--- config.mk ---
export PLATFORM = sky130hd
export DESIGN_NAME = branch_predictor_bimodal
export DESIGN_NICKNAME = d
export VERILOG_FILES = /design/src/rtl/branch_predictor_bimodal_pkg.sv /design/src/rtl/branch_predictor_bimodal_sat_counter2.sv /design/src/rtl/branch_predictor_bimodal.sv
export SDC_FILE = /design/constraint.sdc
export NUM_CORES = 1
export LEC_CHECK = 0
export CAP_MARGIN = 25
export CORE_MARGIN = 5
export CORE_UTILIZATION = 51
export CTS_BUF_LIST = sky130_fd_sc_hd__clkbuf_4 sky130_fd_sc_hd__clkbuf_8 sky130_fd_sc_hd__clkbuf_16
export CTS_CLUSTER_SIZE = 14
export DETAILED_ROUTE_END_ITERATION = 8
export PLACE_DENSITY = 0.76
export SYNTH_ARGS = -nofsm -noshare
export SYNTH_HDL_FRONTEND = slang
export SYNTH_SLANG_ARGS = --single-unit
export TNS_END_PERCENT = 50
--- constraint.sdc ---
create_clock -name clk -period 4.18 [get_ports clk]
set_clock_uncertainty 0.15 [all_clocks]
set_input_delay 0.627 -clock clk [delete_from_list [all_inputs] [get_ports clk]]
set_output_delay 0.627 -clock clk [all_outputs]
set_load 0.1 [all_outputs]
--- src/rtl/branch_predictor_bimodal_pkg.sv ---
// Shared types and constants for the bimodal branch predictor.
// Latency: n/a (types only).
// Backpressure: n/a.
package branch_predictor_bimodal_pkg;

    localparam int ADDR_WIDTH = 32;

    typedef enum logic {
        NOT_TAKEN = 1'b0,
        TAKEN     = 1'b1
    } BranchOutcome;

    // 2-bit saturating counter; the MSB is the taken prediction
    typedef logic [1:0] BhtCounter;

    localparam BhtCounter BHT_STRONG_NT = 2'b00;
    localparam BhtCounter BHT_WEAK_NT   = 2'b01;
    localparam BhtCounter BHT_STRONG_T  = 2'b11;

endpackage

--- src/rtl/branch_predictor_bimodal_sat_counter2.sv ---
// Next-state function of a 2-bit saturating counter: step towards the outcome.
// Latency: purely combinational.
// Backpressure: none.
module sat_counter2
    import branch_predictor_bimodal_pkg::*;
(
    input  BhtCounter cur,
    input  logic      taken,
    output BhtCounter nxt
);

    // Increment on taken, decrement on not-taken, hold at either end
    always_comb begin
        nxt = cur;
        if (taken) begin
            if (cur != BHT_STRONG_T) begin
                nxt = BhtCounter'(cur + 2'd1);
            end
        end else begin
            if (cur != BHT_STRONG_NT) begin
                nxt = BhtCounter'(cur - 2'd1);
            end
        end
    end

endmodule

--- src/rtl/branch_predictor_bimodal.sv ---
// Bimodal branch predictor: PC-indexed 2-bit counters, trained by resolved branches.
// Latency: lookup is zero-cycle combinational; training lands at the ex_valid edge.
// Backpressure: none; at most one lookup and one training result per cycle.
module branch_predictor_bimodal
    import branch_predictor_bimodal_pkg::*;
#(
    parameter int INDEX_BITS        = 7,
    parameter int FALLTHROUGH_BYTES = 8,
    parameter int STAT_WIDTH        = 32
) (
    input  logic                  clk,
    input  logic                  rst_n,
    input  logic [ADDR_WIDTH-1:0] dec_pc,
    input  logic                  dec_valid,
    input  logic                  dec_is_jump,
    input  logic [ADDR_WIDTH-1:0] dec_target,
    output BranchOutcome          dec_prediction,
    output logic [ADDR_WIDTH-1:0] dec_target_post_predict,
    input  logic [ADDR_WIDTH-1:0] ex_pc,
    input  logic                  ex_valid,
    input  BranchOutcome          ex_prediction,
    input  BranchOutcome          ex_outcome,
    output logic [STAT_WIDTH-1:0] stat_branches,
    output logic [STAT_WIDTH-1:0] stat_mispredicts
);

    localparam int ENTRIES = 1 << INDEX_BITS;

    BhtCounter              table_q [ENTRIES];
    logic [INDEX_BITS-1:0]  dec_idx;
    logic [INDEX_BITS-1:0]  ex_idx;
    BhtCounter              ex_cur;
    BhtCounter              ex_next;
    BhtCounter              dec_cnt;
    logic                   dec_taken;

    // Word-aligned PCs: bits [1:0] carry no information, upper bits alias freely.
    // dec_valid only qualifies the outputs for the consumer.
    logic unused_ok;
    assign unused_ok = ^{dec_valid, dec_pc[ADDR_WIDTH-1:INDEX_BITS+2], dec_pc[1:0],
                         ex_pc[ADDR_WIDTH-1:INDEX_BITS+2], ex_pc[1:0]};

    assign dec_idx = dec_pc[INDEX_BITS+1:2];
    assign ex_idx  = ex_pc[INDEX_BITS+1:2];
    assign ex_cur  = table_q[ex_idx];

    // One next-state instance serves both the table write and the write-first bypass
    sat_counter2 u_sat (
        .cur   (ex_cur),
        .taken (ex_outcome == TAKEN),
        .nxt   (ex_next)
    );

    // Counter table: single write port from the ALU result, reset to weakly not-taken
    always_ff @(posedge clk or negedge rst_n) begin
        if (!rst_n) begin
            for (int i = 0; i < ENTRIES; i++) begin
                table_q[i] <= BHT_WEAK_NT;
            end
        end else if (ex_valid) begin
            table_q[ex_idx] <= ex_next;
        end
    end

    // Lookup with write-first bypass; jumps are always taken
    always_comb begin
        dec_cnt = table_q[dec_idx];
        if (ex_valid && (ex_idx == dec_idx)) begin
            dec_cnt = ex_next;
        end
        dec_taken               = dec_is_jump | dec_cnt[1];
        dec_prediction          = dec_taken ? TAKEN : NOT_TAKEN;
        dec_target_post_predict = dec_taken ? dec_target
                                            : dec_pc + ADDR_WIDTH'(FALLTHROUGH_BYTES);
    end

    // Saturating performance counters, one step per resolved branch
    always_ff @(posedge clk or negedge rst_n) begin
        if (!rst_n) begin
            stat_branches    <= '0;
            stat_mispredicts <= '0;
        end else if (ex_valid) begin
            if (stat_branches != '1) begin
                stat_branches <= stat_branches + 1'b1;
            end
            if ((ex_prediction != ex_outcome) && (stat_mispredicts != '1)) begin
                stat_mispredicts <= stat_mispredicts + 1'b1;
            end
        end
    end

endmodule
==> flow_summary.ini <==
[synth]
number_of_distinct_library_cells_after_synthesis = 69
netlist_area_mm2 = 0.0173
syn_avg_cell_area_um2 = 11.1
synth_xor_area_frac = 0.0491
dominant_combinational_cell_family_by_area_after_synthesis = multiplexers
synth-main-ff-cell = dfrtp_1
synth_enable_flop_cells = 0
multiplexer_area_fraction_after_synthesis = 0.226
post_synth_inst_count = 1564
synth_seq_cells = 320
synth-seq-area-share = 0.472
synthesized_area_fraction_occupied_by_adder_cells = 0.00361
synth_simple_gate_area_share = 0.136
synth-warning-count = 0
synth_nets = 1670
synth-compound-area-share = 0.0844
asyncSetResetFlopFracSynth = 1.00

[finish]
layout.cell_area.non_filler_mm2 = 0.0225
mostFrequentLayoutCells = nand2_1, dfrtp_1, mux2_2, buf_4, nor2_1
final_common_cell = nand2_1
final_core_util = 0.671
fillers = 2460
fin_nets = 1960
final_layout_size_suffix_gt1_frac = 0.368
antenna_cells = 0
area.growth.synth_to_final_pct = 29.9
finalNonFillerCells = 2329

[clock_tree]
cts-root-to-sink-buffers = 3
clock-sinks = 320
h-tree-depth = 2
tritoncts = done
cell_at_the_root_of_the_clock_tree = clkbuf_16
cts_made_buffers = 36
hold_bufs_at_cts = 0
clock_latency_on_the_worst_skew_pair_ns = 0.54
clk_pin_slew_ns = 0.06

[worst_setup_path]
path_max_fanout = 7
setup.worst_path.class = input pin to primary output
critical_path_required_ns = 3.40
r2r_slack_ns = 0.70
crit_arrival_ns = 3.67
reg2reg_from = table_q[181]
crit_path_cell_trace = buf_12 -> buf_12 -> buf_8 -> buf_4 -> buf_4 -> and3_1 -> a211oi_1 -> o22a_1 -> o22ai_2 -> nor4_4 -> and4_4 -> maj3_4 -> a22oi_4 -> buf_6 -> buf_16 -> mux2_4 -> buf_12
crit_path_start_kind = input pin
critical-path-slowest-cell = mux2_4
critical-path-top-delay-family = buffers and inverters
rr_endpoint = table_q[107]
path_common_cell = buf_12
worstPathBufferInverterCount = 8
timing.reg2reg.worst_path_depth = 9
crit_path_max_incr_delay_ns = 0.31
endpoint_kind = primary output

[placed_design]
dp_slack_ns = -0.379
place_congestion = 0.981
numPlacedInstances = 2249
post_dp_cell_area_mm2 = 0.0209
hpwlAfterDp_um = 37400
port_buffers = 173

[timing]
max_freq_mhz = 225
tightestPinTransition_ns = 1.01
hold_ws_ns = 0.00315
shortest_period_the_worst_path_allows_ns = 4.44
final_period_utilization = 1.06
final-setup-viol-count = 32
timing.final.max_slew_violations = 0
timing.max_slew.rel_slack = 0.325
hold_viol_final = 0
finalWorstSetupSlack_ns = -0.262
grt_setup_unrepaired = yes

[drt]
final_antenna_net_count = 0
routed_wirelength_um = 52600
dr_total_vias = 14000
drt_drc_violations_left = 0
drtIter0Drc = 1318
avgViaCountPerCell = 6.02
wl_met3_um = 5170
met1_length_um = 20400
routed_wire_length_per_instance_um = 22.6
detailed_router_iteration_count_before_antenna_repair = 5
maxUsedRoutingLayer = met5
wl_met2_um = 24700

[status]
result_of_the_run = complete, but fails checks
violations = setup timing

[floorplanning]
core_area_mm2 = 0.0335
fp.dieH_um = 194
dieArea_mm2 = 0.0377
start_util = 0.517
die_x_um = 194
boundary_pins = 200
fp-row-count = 67

[power]
power.internal_mw = 6.22
irDropWorstVdd_mv = 0.706
switching_power_mw = 3.00
p_sw_frac = 0.325
power.density_cell_area_mw_per_mm2 = 410
clock_network_fraction_of_total_power = 0.347
comb_power_share = 0.250
cellLeakagePower_nw = 9.53
p_seq_frac = 0.403

[global_route]
global_route.usage.total = 0.276
grt_first_pass_wirelength_um = 83500
grt_antenna_before_repair = 1
grt.overflow.total = 0
grt_start_max_net_pins = 115
grt_pass1_vias = 14700

[worst_hold_path]
worstHoldPathType = input pin to asynchronous set/reset pin

[job]
maxCapViolations = 0
-- worst max path at each step --
stage / startpoint / endpoint / slack (ns) / cells after the start
4_1_cts: table_q[149] / dec_target_post_predict[18] / -0.23 / 11
3_3_place_gp: ex_pc[4] / dec_target_post_predict[20] / -0.40 / 14
2_1_floorplan: ex_pc[2] / dec_target_post_predict[3] / -0.08 / 11
5_1_grt: ex_pc[4] / dec_target_post_predict[10] / -0.31 / 17
6_report: ex_pc[4] / dec_target_post_predict[10] / -0.26 / 17
3_5_place_dp: ex_pc[5] / dec_target_post_predict[31] / -0.38 / 12
-- worst reg2reg max path, cell delays in order, from the launching register on --
cell	delay, ns
dfrtp_1	0.41
mux4_2	0.51
a21oi_1	0.25
o2bb2ai_1	0.16
nor4_4	0.33
and4_4	0.27
maj3_4	0.20
buf_4	0.42
buf_12	0.36
o21ai_0	0.29
-- stage by stage --
step	TNS, ns	power [mW]
2_1_floorplan	-0.0818	5.19
3_3_place_gp	-18.83	5.93
3_5_place_dp	-16.41	5.98
4_1_cts	-6.57	9.22
5_1_grt	-8.33	9.54
6_report	-6.48	9.21
-- cell families after synthesis --
logic type | Yosys count
and+or+nand+nor | 523
DFF | 320
muxes | 275
AOI/OAI and AO/OA | 238
buffers and inverters | 106
xor gates and xnor gates | 97
adders and majority gates | 5
-- state kept, by name, indices dropped and copies added (netlist names) --
name	count
stat_branches	32
stat_mispredicts	32
table_q	256
-- layout make-up --
| type | count | area [um2] | share of cell area |
|---|---|---|---|
| clock buffer | 44 | 986 | 0.0438 |
| timing repair buffer | 342 | 3650 | 0.162 |
| clock inverter | 21 | 214 | 0.00951 |
| tap | 448 | 561 | 0.0249 |
| sequential | 320 | 8170 | 0.363 |
| inverter | 16 | 61.3 | 0.00273 |
| multi-input combinational | 1138 | 8850 | 0.393 |
-- repair_timing --
| item | CTS | global route |
|---|---|---|
| setup endpoints to repair | 33 | 33 |
| gates cloned | 2 | 0 |
| setup buffers | 12 | 3 |
| resized for setup | 42 | 17 |
| pin swaps | 10 | 11 |
-- Yosys cell counts (all sizes together), types with 28 or more instances --
cell type / number / share of area
clkbuf: 36 / 0.0078
nand2: 215 / 0.047
mux4: 67 / 0.087
nand3: 37 / 0.011
xor2: 33 / 0.017
buf: 54 / 0.018
nor2: 141 / 0.031
dfstp: 128 / 0.19
o21ai: 92 / 0.027
mux2: 180 / 0.12
dfrtp: 192 / 0.28
mux2i: 28 / 0.016
a21oi: 67 / 0.019
xnor2: 64 / 0.032
-- power by group through the flow --
| stage | Clock, mW | Combinational [mW] | Sequential (mW) |
|---|---|---|---|
| after floorplan | 0 | 1.01 | 4.18 |
| after global placement | 0 | 2.20 | 3.73 |
| after detailed placement | 0 | 2.24 | 3.74 |
| after CTS | 3.23 | 2.29 | 3.70 |
| after global routing | 3.38 | 2.41 | 3.75 |
| final | 3.20 | 2.30 | 3.72 |
-- layer usage --
metal	vias up	track usage
met5	-	0
met3	160	0.0718
li1	6202	-
met1	6878	0.356
met4	2	0.110
met2	782	0.450
Power figures use the tool's default switching activity.
